===== config.mk =====
export PLATFORM = sky130hd
export DESIGN_NAME = load_store_unit
export DESIGN_NICKNAME = d
export VERILOG_FILES = /design/src/rtl/load_store_unit.sv
export SDC_FILE = /design/constraint.sdc
export NUM_CORES = 1
export LEC_CHECK = 0
export ABC_AREA = 0
export BUFFER_PORTS_ARGS = -buffer_cell sky130_fd_sc_hd__buf_4
export CORE_UTILIZATION = 54
export DETAILED_ROUTE_END_ITERATION = 16
export HOLD_SLACK_MARGIN = 0.06
export PLACE_DENSITY = 0.86
export RECOVER_POWER = 25
export SLEW_MARGIN = 20
export SYNTH_ARGS = -nofsm -noshare
export SYNTH_HDL_FRONTEND = slang
export SYNTH_SLANG_ARGS = --single-unit
export TNS_END_PERCENT = 30

===== constraint.sdc =====
create_clock -name I_clk -period 3.1 [get_ports I_clk]
set_clock_uncertainty 0.15 [all_clocks]
set_input_delay 0.62 -clock I_clk [delete_from_list [all_inputs] [get_ports I_clk]]
set_output_delay 0.62 -clock I_clk [all_outputs]
set_load 0.03 [all_outputs]

===== src/rtl/load_store_unit.sv =====
// Load/store unit: turns execute-stage memory requests into single bus accesses
// with lane steering, load extension, alignment checking and a bus timeout.
module load_store_unit #(
  parameter int unsigned TIMEOUT_CYCLES = 255
) (
  input  logic        I_clk,
  input  logic        I_rst_n,
  input  logic        I_valid,
  input  logic        I_we,
  input  logic [2:0]  I_funct3,
  input  logic [31:0] I_addr,
  input  logic [31:0] I_wdata,
  output logic        O_busy,
  output logic        O_done,
  output logic [31:0] O_rdata,
  output logic        O_fault,
  output logic        O_misaligned,
  output logic        O_bus_stb,
  output logic        O_bus_we,
  output logic [31:0] O_bus_adr,
  output logic [3:0]  O_bus_sel,
  output logic [31:0] O_bus_dat,
  input  logic [31:0] I_bus_dat,
  input  logic        I_bus_ack,
  input  logic        I_bus_err
);

  localparam int unsigned CNT_W = 16;
  localparam logic [CNT_W-1:0] CNT_LAST = CNT_W'(TIMEOUT_CYCLES - 1);

  typedef enum logic [1:0] {
    IDLE = 2'd0,
    REQ  = 2'd1,
    DONE = 2'd2
  } state_t;

  state_t           state;
  logic [CNT_W-1:0] cnt;
  logic             we_q;
  logic [2:0]       funct3_q;
  logic [1:0]       addr_lo_q;

  logic        req_half;
  logic        req_word;
  logic        req_legal;
  logic        req_misaligned;
  logic        req_fault;
  logic [3:0]  req_sel;
  logic [31:0] req_dat;
  logic [7:0]  lane_byte;
  logic [15:0] lane_half;
  logic [31:0] load_ext;

  // Decode of the incoming request: legality, alignment and store lane steering.
  always_comb begin
    req_half       = (I_funct3 == 3'b001) || (!I_we && (I_funct3 == 3'b101));
    req_word       = (I_funct3 == 3'b010);
    req_legal      = I_we ? (I_funct3 <= 3'b010)
                          : !(I_funct3 inside {3'b011, 3'b110, 3'b111});
    req_misaligned = req_legal &&
                     ((req_half && I_addr[0]) || (req_word && (I_addr[1:0] != 2'b00)));
    req_fault      = !req_legal || req_misaligned;
    req_sel        = 4'b1111;
    req_dat        = I_wdata;
    if (I_we) begin
      case (I_funct3[1:0])
        2'b00: begin
          req_sel = 4'b0001 << I_addr[1:0];
          req_dat = {4{I_wdata[7:0]}};
        end
        2'b01: begin
          req_sel = I_addr[1] ? 4'b1100 : 4'b0011;
          req_dat = {2{I_wdata[15:0]}};
        end
        default: begin
          req_sel = 4'b1111;
          req_dat = I_wdata;
        end
      endcase
    end
  end

  // Pick the addressed lane out of the returned word and extend it.
  always_comb begin
    lane_byte = 8'(I_bus_dat >> {addr_lo_q, 3'b000});
    lane_half = addr_lo_q[1] ? I_bus_dat[31:16] : I_bus_dat[15:0];
    case (funct3_q)
      3'b000:  load_ext = {{24{lane_byte[7]}}, lane_byte};
      3'b001:  load_ext = {{16{lane_half[15]}}, lane_half};
      3'b100:  load_ext = {24'd0, lane_byte};
      3'b101:  load_ext = {16'd0, lane_half};
      default: load_ext = I_bus_dat;
    endcase
  end

  // Gated by reset so the stall request is low while the block is held in reset.
  assign O_busy = I_rst_n && ((state == REQ) || ((state == IDLE) && I_valid));

  always_ff @(posedge I_clk or negedge I_rst_n) begin
    if (!I_rst_n) begin
      state        <= IDLE;
      cnt          <= '0;
      we_q         <= 1'b0;
      funct3_q     <= 3'd0;
      addr_lo_q    <= 2'd0;
      O_done       <= 1'b0;
      O_rdata      <= 32'd0;
      O_fault      <= 1'b0;
      O_misaligned <= 1'b0;
      O_bus_stb    <= 1'b0;
      O_bus_we     <= 1'b0;
      O_bus_adr    <= 32'd0;
      O_bus_sel    <= 4'd0;
      O_bus_dat    <= 32'd0;
    end else begin
      O_done       <= 1'b0;
      O_fault      <= 1'b0;
      O_misaligned <= 1'b0;
      case (state)
        IDLE: begin
          if (I_valid) begin
            we_q      <= I_we;
            funct3_q  <= I_funct3;
            addr_lo_q <= I_addr[1:0];
            if (req_fault) begin
              state        <= DONE;
              O_done       <= 1'b1;
              O_fault      <= 1'b1;
              O_misaligned <= req_misaligned;
            end else begin
              state     <= REQ;
              cnt       <= '0;
              O_bus_stb <= 1'b1;
              O_bus_we  <= I_we;
              O_bus_adr <= {I_addr[31:2], 2'b00};
              O_bus_sel <= req_sel;
              O_bus_dat <= req_dat;
            end
          end
        end
        REQ: begin
          // Error beats ack; ack beats a timeout landing in the same cycle.
          if (I_bus_err || I_bus_ack || (cnt == CNT_LAST)) begin
            state     <= DONE;
            O_done    <= 1'b1;
            O_fault   <= I_bus_err || !I_bus_ack;
            O_bus_stb <= 1'b0;
            O_bus_we  <= 1'b0;
            if (I_bus_ack && !I_bus_err && !we_q) begin
              O_rdata <= load_ext;
            end
          end else begin
            cnt <= cnt + CNT_W'(1);
          end
        end
        DONE:    state <= IDLE;
        default: state <= IDLE;
      endcase
    end
  end

endmodule


==> results.sh, run 1 <==
export IMPL_status="finished, final reports clean"
export IMPL_maxCapViolCount=0
export IMPL_r2r_start="state[0]"
export IMPL_worst_pin_slew_ns=1.141
export IMPL_drt_iter0_markers=441
export IMPL_cp_max_fo=35
export IMPL_final_util=0.7716
export IMPL_syn_to_final_growth_pct=36.23
export IMPL_crit_end="O_busy"
export IMPL_critPathCaptureType="output pin"
export IMPL_post_drt_via_cell_ratio=5.584
export IMPL_critPathBufInv=3
export IMPL_yosysTopAreaCell="dfrtp_1"
export IMPL_startpoint="I_rst_n"
export IMPL_cts_sinks=127
export IMPL_pin_count=211
export IMPL_grtUsageMet3=0.09179
export IMPL_syn_area_per_cell_um2=9.061
export IMPL_first_pass_iters=6
export IMPL_final_layout_size_suffix_gt1_frac=0.2696
export IMPL_crit_path_start_kind="primary input"
export IMPL_via_count=5606
export IMPL_irDropWorstVdd_v=0.0007683
export IMPL_ys_types=38
export IMPL_post_drt_wl_per_cell_um=16.98
export IMPL_ant_nets=0
export IMPL_clockBufferDepth=2
export IMPL_netlist_area_leader_share=0.5363
export IMPL_rows=37
export IMPL_drt_total_wl_um=17050
export IMPL_root_buffer="clkbuf_8"
export IMPL_r2r_end="cnt[15]"
export IMPL_synthArstFlopShare=1.000
export IMPL_nNetsFinal=962
export IMPL_worst_skew_pair_late_latency_ns=0.52
export IMPL_grt_pass1_wl_um=27530
export IMPL_drc=0
export IMPL_initial_utilization=0.5664
export IMPL_dp_final_hpwl_um=12180
export IMPL_netlist_top_cells_area="dfrtp_1 (54%), nand2_1 (12%), o21ai_0 (4.5%), mux2i_1 (4.2%), a21oi_1 (2.8%)"
export IMPL_die_area_mm2=0.01140
export IMPL_gp_congestion=0.8598
export IMPL_fin_crit_ns=2.741
export IMPL_cp_depth=4
export IMPL_worstPathArrival_ns=1.97
export IMPL_yosys_warnings=0
export IMPL_portBuffers=208
export IMPL_met2_usage=0.5240
export IMPL_die_h_um=106.8
export IMPL_r2r_cells=6
export IMPL_numCtsBuffers=17
export IMPL_cts_max_level=4
export IMPL_path_cells="dlygate4sd3_1, buf_4, o211a_1, buf_4"
export IMPL_crit_family="buffers and inverters"
export IMPL_fmax_ghz=0.3648
export IMPL_antenna_cells=0
export IMPL_synth_edf_count=0
export IMPL_rsz0062_at_grt="false"
export IMPL_synth_ff_type="dfrtp_1"
export IMPL_slew_violations=0
export IMPL_finalHoldViolations=0
export IMPL_p_leak_nw=4.050
export IMPL_synth_seq_area_share=0.5363
export IMPL_ys_seq_elements=127
export IMPL_cellPowerDensity_mw_per_mm2=1064
export IMPL_antenna_found_initial=0
export IMPL_crit_type="in -> out"
export IMPL_slew_limit_headroom=0.2395
export IMPL_cp_common_cell="buf_4"
export IMPL_die_width_um=106.8
export IMPL_setup_tns_final_ns=0
export IMPL_timing_final_crit_share=0.8842
export IMPL_core_mm2=0.01046
export IMPL_grt_busiest_layer="met2"
export IMPL_cts_tree="done"
export IMPL_finalPower_mw=8.586
export IMPL_synth_cells=654
export IMPL_grt_max_degree=50
export IMPL_finalSetupViolations=0
export IMPL_gr_total_overflow=0
export IMPL_grt_usage=0.3143
export IMPL_clk_pin_slew_ns=0.06
export IMPL_grt_use_met1=0.3811
export IMPL_cp_slowest_cell="dlygate4sd3_1"
export IMPL_post_cts_resized=0
export IMPL_critPathRequiredTime_ns=2.33
export IMPL_r2r_slack_ns=0.73
export IMPL_min_path_type="in -> reg"
export IMPL_max_stage_delay_ns=0.53
export IMPL_grt_pass1_vias=5549
export IMPL_synth_area_mm2=0.005926
[repair_timing]
item | in CTS | in global routing
setup buffers | 0 | 0
hold endpoints to repair | 32 | 0
hold buffers | 1 | 0
[synth_stat cells (all sizes together) (3+ instances only)]
library cell,number
a21o,9
a21oi,33
a221oi,9
a31oi,10
and3,3
buf,13
clkbuf,30
dfrtp,127
inv,20
mux2,12
mux2i,25
mux4,3
nand2,195
nand2b,4
nand3,10
nand4,7
nor2,35
nor2b,5
nor3,5
o211ai,4
o21ai,53
o22ai,8
o31ai,4
or3,9
or4,7
[worst min-delay path by stage]
stage                             start  depth (start not counted)            end  slack [ns]
after floorplan                 I_rst_n                          0  O_bus_adr[10]        0.17
after global placement    O_bus_adr[12]                          2  O_bus_adr[12]        0.31
after detailed placement  O_bus_adr[12]                          2  O_bus_adr[12]        0.31
after CTS                    I_addr[28]                          3  O_bus_adr[28]        0.12
after global routing          I_addr[7]                          3   O_bus_adr[7]        0.13
final                         I_addr[4]                          3   O_bus_adr[4]        0.14
[per-stage QoR]
| step | area [um2] | hold WS, ns | std cells | setup WS [ns] |
|---|---|---|---|---|
| 6_report | 8073 | 0.1399 | 1004 | 0.3588 |
| 5_1_grt | 8073 | 0.1267 | 1004 | 0.2740 |
| 4_1_cts | 8227 | 0.1212 | 1004 | 0.3476 |
| 3_5_place_dp | 7630 | 0.3134 | 971 | 0.2969 |
| 3_3_place_gp | 7630 | 0.3097 | 971 | 0.5077 |
| 2_1_floorplan | 5929 | 0.1744 | 655 | 0.7646 |
[flip-flops by register name, summed over array words and instances, names as in the netlist]
| register | flops |
|---|---|
| funct3_q | 3 |
| O_misaligned | 1 |
| addr_lo_q | 2 |
| O_rdata | 32 |
| O_bus_dat | 32 |
| O_bus_adr | 30 |
| O_fault | 1 |
| cnt | 16 |
| O_done | 1 |
| state | 2 |
| O_bus_stb | 1 |
| we_q | 1 |
| O_bus_we | 1 |
| O_bus_sel | 4 |
[kinds of logic (layout without fill, tap and decap cells)]
group | Yosys count | count (layout) | synth area share
buf+inv | 63 | 276 | 0.04265
flops | 127 | 127 | 0.5363
simple gates | 286 | 286 | 0.2065
compound gates | 135 | 135 | 0.1332
fa+ha+maj | 2 | 2 | 0.004222
other cells | 1 | 2 | 0.0006328
mux | 40 | 40 | 0.07644
[final cells by class]
cell class,instances,area (um2)
clock buffers,20,445.4
clock inverters,12,141.4
fillers,730,2390
inverters,20,75.07
multi-input cells,465,2502
flip-flops and latches,127,3178
well taps,136,170.2
repair buffers,224,1560
[metal layers]
| layer | wire, um | share of wire |
|---|---|---|
| met5 | 0 | 0 |
| met3 | 1490 | 0.087 |
| met2 | 8657 | 0.51 |
| met4 | 370 | 0.022 |
| met1 | 6532 | 0.38 |
[cell usage in the layout (no fill, tap or decap), types with 3 or more instances in the layout]
cell type    n
a21o_1       9
a21oi_1     33
a221oi_1     9
a31oi_1     10
buf_4      181
bufinv_16    3
clkbuf_1    40
clkbuf_16   16
clkbuf_8     3
clkinv_2     7
dfrtp_1    127
inv_1       20
mux2_2      12
mux2i_1     25
mux4_2       3
nand2_1    195
nand2b_1     4
nand3_1      9
nand4_1      7
nor2_1      35
nor2b_1      4
nor3_1       5
o211ai_1     4
o21ai_0     53
o22ai_1      8
o31ai_1      4
or3_1        9
or4_1        7
[tightest hold or removal path: cells and delay by family]
kind,cells,cell delay (ns)
buffers and inverters,1,0.07
AND/OR/NAND/NOR,2,0.08
[where the power goes]
| group | leakage (nW) | internal (mW) | switching, mW |
|---|---|---|---|
| clock network | 0.294 | 1.26 | 0.707 |
| logic | 2.16 | 1.25 | 2.55 |
| registers | 1.59 | 2.35 | 0.468 |
| total | 4.05 | 4.86 | 3.72 |
No activity file was read; power rests on OpenSTA's default activity.
==> run 2, diff against run 1 <==
CORE_UTILIZATION = 50   (was 54)
PLACE_DENSITY = 0.8   (was 0.86)
==> run 2 against run 1 <==
Sequential power barely moved. Critical path depth did not move. Routed wire length fell by 0.43%. Sequential share of layout area rose by 0.22 points. Clock power rose by 3%.
==> results.sh, run 2 (same netlist as run 1, synthesis figures left out) <==
export IMPL_crit_type="in -> out"
export IMPL_r2r_end="O_bus_sel[3]"
export IMPL_holdPathStages=3
export IMPL_worst_pin_slew_ns=0.7462
export IMPL_sequentialPowerShare=0.332
export IMPL_grt_pass1_vias=5680
export IMPL_critPathCaptureType="output pin"
export IMPL_wl_met3_um=1437
export IMPL_p_sw_frac=0.4376
export IMPL_timing_final_crit_share=0.8627
export IMPL_finalPower_mw=8.511
export IMPL_met2_wirelength_um=8296
export IMPL_numCtsBuffers=17
export IMPL_r2r_cells=6
export IMPL_design_area_mm2=0.008028
export IMPL_pin_count=211
export IMPL_setup_tns_final_ns=0
export IMPL_die_h_um=110.9
export IMPL_cts_tree="done"
export IMPL_rows=39
export IMPL_die_area_mm2=0.01229
export IMPL_final_common_cell="nand2_1"
export IMPL_whs_ns=0.2440
export IMPL_post_drt_wl_per_cell_um=16.79
export IMPL_min_to="O_bus_adr[11]"
export IMPL_combPwrFrac=0.430
export IMPL_rsz0062_at_grt="false"
export IMPL_intPower_mw=4.787
export IMPL_r2r_slack_ns=0.58
export IMPL_critPathRequiredTime_ns=2.33
export IMPL_grt_pass1_wl_um=27770
export IMPL_worstPathArrival_ns=1.90
export IMPL_route_top_layer_used="met4"
export IMPL_fmax_ghz=0.3739
export IMPL_largestRegisters="O_bus_dat (32), O_rdata (32), O_bus_adr (30)"
export IMPL_cp_max_fo=28
export IMPL_irDropWorstVdd_v=0.0006008
export IMPL_hold_start="I_addr[11]"
export IMPL_place_area_mm2=0.007639
export IMPL_final_layout_size_suffix_gt1_frac=0.2488
export IMPL_final_util=0.7001
export IMPL_drt_total_wl_um=16980
export IMPL_ant_nets=0
export IMPL_timing_final_ws_setup_ns=0.4258
export IMPL_initial_utilization=0.5167
export IMPL_maxCapViolCount=0
export IMPL_post_cts_resized=0
export IMPL_status="finished, final reports clean"
export IMPL_gp_congestion=0.8694
export IMPL_dp_final_hpwl_um=12270
export IMPL_clockPowerShare=0.237
export IMPL_drc=0
export IMPL_cts_sinks=127
export IMPL_clk_pin_slew_ns=0.06
export IMPL_root_buffer="clkbuf_16"
export IMPL_switchingPower_mw=3.725
export IMPL_path_cells="dlygate4sd3_1, buf_4, o211a_1, buf_4"
export IMPL_placed_cells=979
export IMPL_first_pass_iters=5
export IMPL_via_count=5623
export IMPL_antenna_found_initial=0
export IMPL_crit_path_start_kind="primary input"
export IMPL_fin_crit_ns=2.674
export IMPL_m1WireLength_um=6869
export IMPL_drt_iter0_markers=427
export IMPL_post_drt_via_cell_ratio=5.562
export IMPL_gr_total_overflow=0
export IMPL_worst_skew_pair_late_latency_ns=0.41
export IMPL_portBuffers=208
export IMPL_fillers=924
export IMPL_final_cell_mix="nand2_1 (195), buf_4 (165), dfrtp_1 (127)"
export IMPL_antenna_cells=0
export IMPL_preCtsSetupSlack_ns=0.3663
export IMPL_min_path_type="in -> reg"
export IMPL_clockBufferDepth=2
export IMPL_finalSetupViolations=0
export IMPL_cellPowerDensity_mw_per_mm2=1060
export IMPL_grt_usage=0.2851
export IMPL_grt_max_degree=66
export IMPL_die_width_um=110.9
export IMPL_finalHoldViolations=0
export IMPL_r2r_start="state[0]"
export IMPL_p_leak_nw=3.968
export IMPL_nNetsFinal=963
export IMPL_slew_limit_headroom=0.4987
export IMPL_syn_to_final_growth_pct=35.47
export IMPL_cp_common_cell="buf_4"
export IMPL_slew_violations=0
export IMPL_max_stage_delay_ns=0.53
export IMPL_core_mm2=0.01147
export IMPL_cts_max_level=4
export IMPL_fin_cells=1011
export IMPL_cp_slowest_cell="dlygate4sd3_1"
[run 2: changes by cell type in the layout (fill, tap and decap cells not counted), moves of 2 or more]
cell and change:
clkbuf_1 +19, buf_4 -16, clkinv_2 -6, clkinvlp_4 +3, clkbuf_8 +2
[run 2: what timing repair did]
item / 4_1_cts / 5_1_grt
buffers inserted: 0 / 0
endpoints found under the hold margin: 25 / 0
hold buffers: 1 / 0
[run 2: power by group through the flow]
stage,Sequential (mW),Clock [mW],Combinational (mW)
3_3_place_gp,2.81,0,3.88
6_report,2.83,2.02,3.66
5_1_grt,2.92,2.11,3.94
3_5_place_dp,2.84,0,3.97
4_1_cts,2.84,2.04,3.98
2_1_floorplan,3.98,0,1.22
[run 2: worst max-delay path by stage]
stage           startpoint      end  slack (ns)  cells after the start
2_1_floorplan  I_funct3[0]  cnt[12]        0.76                      6
3_3_place_gp   I_funct3[0]  cnt[14]        0.52                      6
3_5_place_dp   I_funct3[0]  cnt[15]        0.37                      6
4_1_cts            I_rst_n   O_busy        0.38                      4
5_1_grt            I_rst_n   O_busy        0.33                      4
6_report           I_rst_n   O_busy        0.43                      4
[run 2: critical path, delay by kind of cell]
family,cells,cell delay (ns)
buffers and inverters,3,1.04
AO/OA/AOI/OAI,1,0.24
[run 2: layout make-up]
class,count,area [um2],share of cell area
Tap cell,143,178.9,0.02229
Sequential cell,127,3178,0.3959
Clock buffer,23,498.0,0.06203
Timing Repair Buffer,225,1486,0.1852
Inverter,20,75.07,0.009352
Clock inverter,8,103.9,0.01294
Multi-Input combinational cell,465,2507,0.3123
[run 2: layer usage]
metal,vias up,GRT usage
met5,-,0
met4,0,0.1129
met2,270,0.4758
met1,2694,0.3443
li1,2627,-
met3,32,0.08803
